## src/rtl/hw1_func_sweep.sv

```systemverilog
// rtl/hw1_func_sweep.sv - exhaustive truth-table sweep of a 4-input combinational function
// Drives every {a,b,c,d} vector, waits SETTLE_CYCLES per vector, and records f_in.
module hw1_func_sweep #(
  parameter int SETTLE_CYCLES = 4
) (
  input  logic        clk,
  input  logic        rst_n,
  input  logic        start,
  input  logic        f_in,
  output logic        a,
  output logic        b,
  output logic        c,
  output logic        d,
  output logic        busy,
  output logic        done,
  output logic [15:0] truth_table,
  output logic [4:0]  ones_count
);

  typedef enum logic [1:0] {IDLE, SWEEP, DONE} state_e;

  localparam logic [7:0] LAST_CNT = 8'(SETTLE_CYCLES - 1);

  state_e      state;
  state_e      nextState;
  logic [3:0]  index;
  logic [7:0]  settleCnt;
  logic [15:0] ttReg;
  logic [4:0]  onesReg;
  logic        sampleNow;

  assign sampleNow = (state == SWEEP) && (settleCnt == LAST_CNT);

  always_ff @(posedge clk or negedge rst_n) begin
    if (!rst_n) state <= IDLE;
    else        state <= nextState;
  end

  always_comb begin
    nextState = state;
    case (state)
      IDLE:    if (start) nextState = SWEEP;
      SWEEP:   if (sampleNow && (index == 4'd15)) nextState = DONE;
      DONE:    nextState = IDLE;
      default: nextState = IDLE;
    endcase
  end

  // The index is never wrapped, so it keeps the last vector on the pins once idle.
  always_ff @(posedge clk or negedge rst_n) begin
    if (!rst_n) begin
      index     <= 4'd0;
      settleCnt <= 8'd0;
      ttReg     <= 16'h0000;
      onesReg   <= 5'd0;
    end else begin
      case (state)
        IDLE: begin
          if (start) begin
            index     <= 4'd0;
            settleCnt <= 8'd0;
            ttReg     <= 16'h0000;
            onesReg   <= 5'd0;
          end
        end
        SWEEP: begin
          if (sampleNow) begin
            ttReg[index] <= f_in;
            onesReg      <= onesReg + {4'd0, f_in};
            settleCnt    <= 8'd0;
            if (index != 4'd15) index <= index + 4'd1;
          end else begin
            settleCnt <= settleCnt + 8'd1;
          end
        end
        default: ;
      endcase
    end
  end

  assign {a, b, c, d} = index;
  assign busy         = (state == SWEEP);
  assign done         = (state == DONE);
  assign truth_table  = ttReg;
  assign ones_count   = onesReg;

endmodule

```

## config.mk

```make
export PLATFORM = sky130hd
export DESIGN_NAME = hw1_func_sweep
export DESIGN_NICKNAME = d
export VERILOG_FILES = /design/src/rtl/hw1_func_sweep.sv
export SDC_FILE = /design/constraint.sdc
export NUM_CORES = 1
export LEC_CHECK = 0
export BUFFER_PORTS_ARGS = -buffer_cell sky130_fd_sc_hd__buf_2
export CORE_ASPECT_RATIO = 1.1
export CORE_MARGIN = 3
export CORE_UTILIZATION = 49
export DETAILED_ROUTE_END_ITERATION = 8
export GPL_ROUTABILITY_DRIVEN = 0
export HOLD_SLACK_MARGIN = 0.06
export PLACE_DENSITY = 0.73
export SLEW_MARGIN = 5
export SYNTH_ARGS = -nofsm -noshare
export SYNTH_HDL_FRONTEND = slang
export SYNTH_SLANG_ARGS = --single-unit
```

## constraint.sdc

```tcl
create_clock -name clk -period 3.9 [get_ports clk]
set_clock_uncertainty 0.2 [all_clocks]
set_input_delay 1.17 -clock clk [delete_from_list [all_inputs] [get_ports clk]]
set_output_delay 1.17 -clock clk [all_outputs]
set_load 0.1 [all_outputs]
```

==> summary.md <==
| Metric | Value |
|---|---|
| Critical Path RT | 2.53 ns |
| Max Cap Viol | 0 |
| Max frequency | 334 MHz |
| TritonCTS clock tree | built |
| Worst r2r src | state[1]$_DFFE_PN0P_ |
| Number of remaining DRC errors | 0 |
| Cells after Synth | 196 |
| Iter 0 DRT Violations | 110 |
| Initial Util | 53.1% |
| Status | completed |
| Post-synthesis mux area share | 2.83% |
| Largest net degree at the start of global routing | 36 |
| Slew HR | 48.3% |
| Final Net Count | 239 |
| RSZ-0062 raised after global routing | false |
| Vias per inst | 5.75 |
| Layout cell share with drive strength beyond 1 | 22.3% |
| Number of global-route vias before repair | 1492 |
| Final Routed Wirelength | 4030 um |
| Hold WS | 0.307 ns |
| First-pass GRT wire length | 6980 um |
| Post-synthesis compound-gate area fraction | 20.8% |
| Drt pass-1 iters | 4 |
| Port Buffers | 30 |
| Final core occ | 60.6% |
| # hold bufs at CTS | 0 |
| CP Launch Point | state[1]$_DFFE_PN0P_ |
| DR vias | 1594 |
| Die height | 70.5 um |
| Worst skew pair latency | 0.34 ns |
| Post-synthesis adder-cell area fraction | 4.72% |
| Syn. warnings | 0 |
| Final setup viols | 0 |
| CTS max path bufs | 2 |
| CP Capture Type | primary output |
| Final min period | 2.99 ns |
| Worst-margin pin slew | 0.776 ns |
| Number of I/O pins | 31 |
| Antenna-violating nets left | 0 |
| Hold crit path type | register to register |
| Setup TNS | 0 ns |
| Avg WL per Cell | 14.6 um |
| Critical setup path kind | register to primary output |
| PnR worst setup slack | 0.909 ns |
| Clock sink count | 35 |
| # fillers | 328 |
| Hold Vio Cnt, Final | 0 |
| Total die area | 0.00456 mm2 |
| Max Transition Viols Final | 0 |
| Grt ovf | 0 |
| HP Start | truth_table[0]$_DFFE_PN0P_ |
| Core area | 0.00350 mm2 |
| Post-DP HPWL | 2890 um |
| Yosys reg bits | 35 |
| Syn Area/Cell | 9.47 um2 |
| Reg clk slew, reported paths | 0.11 ns |
| Sequential element share of the synthesized area | 47.2% |
| Core Rows | 22 |
| Setup WS pre-CTS | 1.26 ns |
| Die width | 64.7 um |
| Root Driver | clkbuf_4 |
| Mapped Area | 0.00186 mm2 |
| Fin crit share | 76.7% |
| Diode count | 0 |
| Crit-path max FO | 21 |
| Post_cts resized | 0 |
| Gr usage total | 19.4% |
| Syn_nets | 207 |
| Crit path DAT | 1.62 ns |
| Synth Area in XOR/XNOR | 0.472% |
| TritonCTS buffer count | 5 |
| CTS H-tree lvls | 2 |
| Simple-gate share of the synthesized area | 21.0% |
| Area grow syn2layout | 14.2% |
| Post-CTS Setup Bufs | 0 |
| Worst Setup Start Kind | register |
| Largest family of logic cells by synthesized area | simple AND/OR/NAND/NOR gates |
| Synth cell types | 38 |
| Number of antenna violations at the first check in global routing | 0 |
## per-layer routing
layer,vias up,GRT usage (%),wire [um]
met3,9,4.92,200
met1,756,24.8,1750
met2,45,31.9,2010
li1,784,-,-
met4,0,7.04,71
met5,-,0,0
## layout by cell type (no fill, tap or decap), types with 4 or more instances in the layout
cell type   n
o21ai_0    35
dfrtp_1    35
buf_2      30
nand3_1    17
a21oi_1    17
nand2_1    13
nor2_1      8
ha_1        7
o21ai_1     6
nand4_1     6
clkbuf_4    5
inv_1       4
nor2b_1     4
## state kept, by name, summed over array words and instances, names as in the netlist
| register | flops |
|---|---|
| ones_count | 5 |
| index | 4 |
| truth_table | 16 |
| state | 2 |
| settleCnt | 8 |
## synth_stat cells (all sizes together)
cell type | count | area [um2]
o21ai | 41 | 205
and3 | 3 | 21.3
nor3b | 1 | 12.5
o31ai | 2 | 15.0
dfrtp | 35 | 876
inv | 4 | 15.0
a211oi | 2 | 15.0
nand4 | 6 | 37.5
a31oi | 4 | 40.0
nand2 | 14 | 60.1
o22a | 1 | 8.76
nor2b | 4 | 25.0
or2 | 1 | 6.26
nor3 | 2 | 21.3
mux2i | 3 | 30.0
mux2 | 2 | 22.5
o2111ai | 1 | 8.76
ha | 7 | 87.6
and2 | 3 | 21.3
xor2 | 1 | 8.76
or3 | 3 | 18.8
nor4b | 2 | 32.5
nand3 | 17 | 85.1
nor2 | 8 | 30.0
a21oi | 17 | 85.1
buf | 2 | 16.3
a22o | 1 | 8.76
nand2b | 3 | 18.8
clkbuf | 6 | 22.5
## logic make-up after synthesis
logic type / Yosys count
xor+xnor: 1
buf+inv: 12
flops: 35
mux: 5
simple gates: 67
fa+ha+maj: 7
compound gates: 69
## final timing paths
path | to | slack (ns) | cells past startpoint
min | truth_table[0]$_DFFE_PN0P_ | 0.31 | 2
min reg2reg | truth_table[0]$_DFFE_PN0P_ | 0.31 | 2
max in group asynchronous | state[0]$_DFFE_PN0P_ | 2.30 | 1
max reg2reg | truth_table[14]$_DFFE_PN0P_ | 1.73 | 7
max | busy | 0.91 | 4
min in group asynchronous | truth_table[6]$_DFFE_PN0P_ | 0.70 | 1
## worst max-delay path: stages (launching register included)
cell	delay (ns)
dfrtp_1	0.42
nand2b_1	0.16
buf_4	0.20
inv_1	0.09
buf_2	0.42
## through the flow
| stage | cells | instance area, um2 |
|---|---|---|
| 2_1_floorplan | 196 | 1860 |
| 3_3_place_gp | 269 | 2050 |
| 3_5_place_dp | 269 | 2050 |
| 4_1_cts | 277 | 2120 |
| 5_1_grt | 277 | 2120 |
| 6_report | 277 | 2120 |
## layout make-up
| cell class | instances | area, um2 | area share, % |
|---|---|---|---|
| Multi-Input combinational cell | 149 | 926 | 43.7 |
| Timing Repair Buffer | 33 | 173 | 8.15 |
| Sequential cell | 35 | 876 | 41.3 |
| Tap cell | 48 | 60.1 | 2.84 |
| Inverter | 4 | 15.0 | 0.709 |
| Clock buffer | 8 | 68.8 | 3.25 |
Power is not shown: default switching activity piles up to over one toggle a cycle in this logic, so the estimate is an artifact.
